`src/rtl/uart_tx_feeder.sv`:
```
// Byte FIFO with a drain FSM that launches queued bytes into uart_tx in order.
// Detects dropped pushes and a uart_tx that never reports tx_done.
`timescale 1ns / 1ps

module uart_tx_feeder #(
   parameter int unsigned DEPTH        = 16,
   parameter int unsigned ADDR_W       = 4,
   parameter int unsigned TIMEOUT_CLKS = 10000
) (
   input  logic              CLK_50,
   input  logic              RST,
   input  logic              wr_en,
   input  logic [7:0]        wr_data,
   output logic              full,
   output logic              empty,
   output logic [ADDR_W:0]   count,
   output logic              overflow,
   output logic              timeout_err,
   output logic              tx_dv,
   output logic [7:0]        tx_byte,
   input  logic              tx_active,
   input  logic              tx_done
);

   localparam int unsigned TO_W = (TIMEOUT_CLKS > 2) ? $clog2(TIMEOUT_CLKS) : 1;
   localparam logic [TO_W-1:0]   TO_LAST  = TO_W'(TIMEOUT_CLKS - 1);
   localparam logic [ADDR_W:0]   FULL_CNT = (ADDR_W + 1)'(DEPTH);

   typedef enum logic [1:0] {
      StIdle      = 2'd0,
      StWaitReady = 2'd1,
      StLaunch    = 2'd2,
      StWaitDone  = 2'd3
   } state_e;

   state_e            r_state;
   state_e            w_state_next;
   logic [7:0]        r_mem [DEPTH];
   logic [ADDR_W-1:0] r_wr_ptr;
   logic [ADDR_W-1:0] r_rd_ptr;
   logic [ADDR_W:0]   r_count;
   logic              r_overflow;
   logic              r_timeout_err;
   logic [7:0]        r_tx_byte;
   logic [TO_W-1:0]   r_to_cnt;

   logic              w_full;
   logic              w_empty;
   logic              w_push;
   logic              w_pop;
   logic              w_load_byte;
   logic              w_timeout_hit;

   // full is the pre-edge value, so a push coinciding with a pop at full is still dropped
   assign w_full  = (r_count == FULL_CNT);
   assign w_empty = (r_count == '0);
   assign w_push  = wr_en & ~w_full;
   assign w_pop   = (r_state == StLaunch);

   always_comb begin
      w_state_next  = r_state;
      w_load_byte   = 1'b0;
      w_timeout_hit = 1'b0;
      case (r_state)
         StIdle: begin
            if (!w_empty) w_state_next = StWaitReady;
         end
         StWaitReady: begin
            if (!tx_active) begin
               w_state_next = StLaunch;
               w_load_byte  = 1'b1;
            end
         end
         StLaunch: begin
            w_state_next = StWaitDone;
         end
         StWaitDone: begin
            // tx_done takes priority over a coincident timeout
            if (tx_done) begin
               w_state_next = StIdle;
            end else if (r_to_cnt == TO_LAST) begin
               w_timeout_hit = 1'b1;
               w_state_next  = StIdle;
            end
         end
         default: w_state_next = StIdle;
      endcase
   end

   always_ff @(posedge CLK_50 or posedge RST) begin
      if (RST) begin
         r_state       <= StIdle;
         r_wr_ptr      <= '0;
         r_rd_ptr      <= '0;
         r_count       <= '0;
         r_overflow    <= 1'b0;
         r_timeout_err <= 1'b0;
         r_tx_byte     <= 8'h00;
         r_to_cnt      <= '0;
      end else begin
         r_state <= w_state_next;
         if (w_push) r_wr_ptr <= r_wr_ptr + 1'b1;
         if (w_pop)  r_rd_ptr <= r_rd_ptr + 1'b1;
         case ({w_push, w_pop})
            2'b10:   r_count <= r_count + 1'b1;
            2'b01:   r_count <= r_count - 1'b1;
            default: r_count <= r_count;
         endcase
         if (wr_en && w_full) r_overflow <= 1'b1;
         if (w_timeout_hit)   r_timeout_err <= 1'b1;
         if (w_load_byte)     r_tx_byte <= r_mem[r_rd_ptr];
         if (r_state == StLaunch) begin
            r_to_cnt <= '0;
         end else if (r_state == StWaitDone) begin
            r_to_cnt <= r_to_cnt + 1'b1;
         end
      end
   end

   // Storage needs no reset: pointers and count define what is valid
   always_ff @(posedge CLK_50) begin
      if (w_push) r_mem[r_wr_ptr] <= wr_data;
   end

   assign full        = w_full;
   assign empty       = w_empty;
   assign count       = r_count;
   assign overflow    = r_overflow;
   assign timeout_err = r_timeout_err;
   assign tx_dv       = (r_state == StLaunch);
   assign tx_byte     = r_tx_byte;

endmodule

```
`config.mk`:
```
export PLATFORM = sky130hd
export DESIGN_NAME = uart_tx_feeder
export DESIGN_NICKNAME = d
export VERILOG_FILES = /design/src/rtl/uart_tx_feeder.sv
export SDC_FILE = /design/constraint.sdc
export NUM_CORES = 1
export LEC_CHECK = 0
export CAP_MARGIN = 15
export CORE_MARGIN = 2
export CORE_UTILIZATION = 63
export DETAILED_ROUTE_END_ITERATION = 7
export DONT_BUFFER_PORTS = 1
export PLACE_DENSITY_LB_ADDON = 0.3
export REMOVE_ABC_BUFFERS = 1
export SETUP_SLACK_MARGIN = 0.02
export SKIP_CTS_REPAIR_TIMING = 1
export SYNTH_ARGS = -nofsm -noshare
export SYNTH_HDL_FRONTEND = slang
export SYNTH_SLANG_ARGS = --single-unit
```
`constraint.sdc`:
```
create_clock -name CLK_50 -period 3.9 [get_ports CLK_50]
set_clock_uncertainty 0.2 [all_clocks]
set_input_delay 1.17 -clock CLK_50 [delete_from_list [all_inputs] [get_ports CLK_50]]
set_output_delay 1.17 -clock CLK_50 [all_outputs]
set_load 0.1 [all_outputs]
```
; After elaboration in Yosys (flattened, before gate mapping)
; Memory sizes are Yosys's and may differ from the RTL's. A register that Yosys moved wholly into a read port is not among the register bits.
; Cells that the tools add are included.
[totals]
in_bits = 13
reg_bits = 31
mem_count = 1
word_cells = 46
output_inout_bits = 18
ramBits = 128
[classes]
n_addsub = 5
eq_ne = 10
n_bitwise = 2
n_reduce_logical = 6
mux = 15
[memory_table]
columns = memory, words, word_bits, read_ports, rd_ports_with_merged_regs, wr, line
row1 = r_mem, 16, 8, 1, 1, 1, 38  ; logic [7:0] r_mem [DEPTH];
[op_table]
columns = cell, count
row1 = 14-bit two-way mux, 2
row2 = "14-bit by 1-bit adder with 14-bit output, second input constant", 1
row3 = "14-bit equality test, second input constant", 1
row4 = 5-bit one-hot mux with 2 select lines, 1
row5 = "4-bit by 1-bit adder with 4-bit output, second input constant", 2
row6 = 2-bit two-way mux, 4
row7 = 2-bit one-hot mux with 4 select lines, 1
row8 = 1-bit two-way mux, 7
row9 = "2-bit equality test, second input constant", 3
row10 = "5-bit by 1-bit adder with 5-bit output, second input constant", 1
row11 = "5-bit equality test, second input constant", 1
row12 = 5-bit logical NOT, 1
row13 = "5-bit by 1-bit subtractor with 5-bit output, second input constant", 1
row14 = "2-bit by 1-bit equality test with 1-bit output, second input constant", 2
row15 = "2-bit != test, second input constant", 2
row16 = 2-bit nonzero test, 2
row17 = "3-bit != test, second input constant", 1
row18 = 3-bit AND reduction, 1
row19 = 2-bit logical NOT, 1
row20 = 1-bit bitwise AND, 1
row21 = 1-bit logical AND, 1
row22 = 1-bit NOT, 1

; Depth between registers and ports, before layout
[depth]
depth_word = 5
ltp_mapped = 12
mapped_depth_nobuf = 10

; Worst setup path after synthesis
; OpenSTA, ideal clock, no wires.
[synth_timing]
path_kind = reg-to-reg
start = register r_count[1], in the netlist count[1]
end = register r_count[4], in the netlist count[4]
n_path_buf = 2
setup_time_ns = 0.160
required_ns = 3.540
path_stages_with_launch = 13
path_slack_ns = 0.093
synth_period_minus_slack_ns = 3.807
t_arrival_ns = 3.447
cell_sequence = dfrtp_1 > buf_2 > nor4_1 > a21boi_2 > inv_1 > ha_1 > clkbuf_1 > xor2_1 > ha_1 > or3_1 > a2111oi_0 > nor4_1 > xnor2_1
[synth_via]
elab_chain_len = 5
elab_cells_between_ends = 9
cone_classes = add/sub (2) / eq/ne (3) / mux (1) / bitwise (2) / reduce/logical (1)
[synth_rtl]
columns = item, line
row1 = "start, declared", 41  ; logic [ADDR_W:0] r_count;
row2 = "start signal, assigned", 105  ; 2'b10: r_count <= r_count + 1'b1;
row3 = "start signal, assigned", 106  ; 2'b01: r_count <= r_count - 1'b1;
row4 = "start signal, assigned", 107  ; default: r_count <= r_count;
row5 = 5-bit equality test, 55  ; assign w_full = (r_count == FULL_CNT);
row6 = 1-bit NOT, 57  ; assign w_push = wr_en & ~w_full;
row7 = 1-bit bitwise AND, 57
row8 = 2-bit by 1-bit equality test with 1-bit output / 2-bit equality test (equally long branches), 104  ; case ({w_push, w_pop})
row9 = 5-bit one-hot mux with 2 select lines / 2-bit nonzero test (equally long branches), n/a
; Parallel ways exist; a longest one is shown, timed or not.
; A chain may end at the register's enable or synchronous reset.

; Worst setup path in the final report
[layout_timing]
start = register r_count[1], in the netlist count[1]
end = output full
[layout_via]
elab_chain_len = 1
[layout_rtl]
columns = item, line
row1 = 5-bit equality test, 55
row2 = "end, declared", 14  ; output logic full,
; No other way between the ends.

==> summary.txt <==
Run status
  – Status: finished, final reports clean

Setup path
  – Startpoint types: flip-flop
  – CP Capture Type: output port
  – Crit-path slowest cell: nor4_1
  – R2R cell count: 10
  – Critical path fanouts, max: 3
  – Reg2reg start: count[1]
  – Reg2Reg Capture Point: count[4]
  – Slowest Stage Delay on Critical Path: 0.49 ns
  – Crit path DAT: 1.93 ns
  – Worst Path Buf+Inv: 1
  – Start point of the critical path: count[1]
  – Crit-path leading delay family: simple AND/OR/NAND/NOR gates
  – R2R Setup Slk: 0.62 ns
  – Worst path cell trace: nor4_1 -> and2_1 -> buf_4
  – Critical path class: reg2out
  – Worst Path Required: 2.53 ns

Finish
  – Layout fillers: 694
  – Most frequent cells in the layout: edfxtp_1, mux2i_1, dfrtp_1
  – Reg area: 0.00482 mm^2
  – Layout cells sized above 1: 12.5%
  – Commonest non-fill, non-tap cell in the layout: edfxtp_1
  – Ant diodes: 0
  – Multi-input gate area: 0.00209 mm^2
  – Layout Nets: 526
  – Area added between synthesis and finish: 10.5%
  – Post-route cell area: 0.00779 mm^2

Synth
  – Yosys top cell area share: 54.5%
  – Distinct cell type count after synthesis: 51
  – Synth area leader: edfxtp_1
  – Cells after synthesis: 482
  – Synth top area cells: edfxtp_1, dfrtp_1, mux2i_1, ha_1, a22oi_1
  – Number of flops mapped to enable cells by yosys: 128
  – Mapped cell area: 0.00705 mm^2
  – Avg Cell Area, Syn: 14.6 um^2
  – Async S/R FF share, synth: 23.4%
  – Yosys reg bits: 167
  – Most common flop cell mapped by yosys: edfxtp_1
  – Syn. warnings: 0
  – Sequential share of the synthesized area: 68.4%

Timing
  – Post-route clock period utilization: 84.5%
  – Fin Setup TNS: 0 ns
  – Slew Viols, Final: 0
  – Max_slew headroom: 36.6%
  – Hold Violations, Final: 0
  – Number of setup violations in the final report: 0
  – Final Critical Period: 3.30 ns
  – RSZ-0062 raised after global routing: no
  – Peak Freq: 303 MHz
  – Fin Hold WS: 0.314 ns
  – Final worst slack: 0.605 ns
  – Slew @ Worst Pin: 0.948 ns

Detailed routing
  – Pre-antenna DRT Iters: 5
  – DR WL/cell: 20.3 um
  – DRC violations left: 0
  – Routed WL: 13200 um
  – Via density: 6.12
  – Via count: 3982
  – Post-route ant nets: 0
  – DR iter-0 viols: 347

Global route
  – First-pass GRT wire length: 20400 um
  – Largest net degree at the start of global routing: 42
  – Total gr overflow: 0
  – Number of global-route vias before repair: 3894
  – Initial antenna violation count: 0
  – GRT Util Overall: 23.9%

Power and ir drop
  – Power density cells: 769 mW/mm^2
  – Tot Pwr: 5.99 mW
  – P_leak: 2.93 nW
  – Max IR drop VDD: 0.701 mV

Hold path
  – Hold path endpoint: r_rd_ptr[3]
  – Hold Crit Class: reg2reg
  – Hold path start: r_rd_ptr[3]
  – Hold-critical path depth: 1

Clock tree
  – H-tree levels: 4
  – Max Buffers Root-to-Sink: 2
  – TritonCTS clock tree: done
  – Total CTS buffers: 17
  – Clock Pin Slew Worst Setup and Hold Paths: 0.06 ns
  – Sink Count: 167
  – Root Buffer: clkbuf_8
  – Worst skew pair latency: 0.54 ns

Placement
  – HPWL Detailed: 8270 um
  – Setup WS pre-CTS: 0.326 ns
  – Placed cell area: 0.00729 mm^2
  – IO Port Bufs: 0
  – GPL Wtd Cong: 0.775

Die
  – Core Box Area: 0.0109 mm^2
  – Starting Density: 64.7%
  – Die height: 110 um
  – Top-Level Pins: 31
  – Die area: 0.0120 mm^2
  – Rows: 38
  – Die span in x: 110 um

Flow run
  – Max-Cap Viols: 0
where the power goes:
part	total, mW	switching [mW]	internal, mW
clock	1.42	0.640	0.778
sequential	2.79	0.597	2.20
combinational	1.78	1.11	0.673
total	5.99	2.34	3.65
sequential cells by signal (all words and copies together) (netlist names):
name / count
r_to_cnt: 14
overflow: 1
tx_byte: 8
timeout_err: 1
r_state: 2
r_rd_ptr: 4
count: 5
r_mem: 128
r_wr_ptr: 4
worst max-delay path by stage:
| stage | slack (ns) | to | cells after the start |
|---|---|---|---|
| after floorplan | 0.13 | count[4] | 9 |
| after global placement | 0.48 | count[4] | 9 |
| after detailed placement | 0.33 | count[4] | 9 |
| after CTS | 0.59 | full | 3 |
| after global routing | 0.31 | count[4] | 10 |
| final | 0.60 | full | 3 |
metrics by stage:
step                      cells  util, %
after CTS                   651     71.5
final                       651     71.5
after global routing        651     71.5
after floorplan             458        -
after detailed placement    620     66.9
after global placement      620     66.9
cells by family (layout without fill, tap and decap cells):
family	Yosys count	after routing	synth area share, %
xor+xnor	22	22	2.73
buf+inv	33	62	1.97
simple gates	124	124	9.04
flops	167	167	68.4
compound gates	55	55	5.38
mux	67	67	10.0
fa+ha+maj	14	14	2.49
Yosys cell counts (all sizes together) (4+ instances only):
library cell and n:
ha 14, mux2i 58, mux2 7, a21oi 14, buf 13, nor2b 5, o211ai 5, nand4 7
nand2 32, a22oi 19, dfrtp 39, nor4b 4, nand3 17, o21ai 5, xnor2 12, clkbuf 11
nand2b 6, edfxtp 128, xor2 10, nor3 6, inv 9, nor2 29
routing by layer:
layer | track usage (%) | wire length, um | part of all wire, %
met1 | 31.6 | 5510 | 42
met2 | 38.9 | 6740 | 51
met3 | 6.94 | 763 | 5.8
met4 | 7.14 | 228 | 1.7
met5 | 0 | 0 | 0
final cells by class:
cell class	instances	area share (%)
clock buffers	20	5.46
multi-input cells	282	26.8
well taps	140	2.25
inverters	9	0.434
repair buffers	22	2.12
clock inverters	11	0.980
flip-flops and latches	167	61.9
No activity file was read; power rests on OpenSTA's default activity.
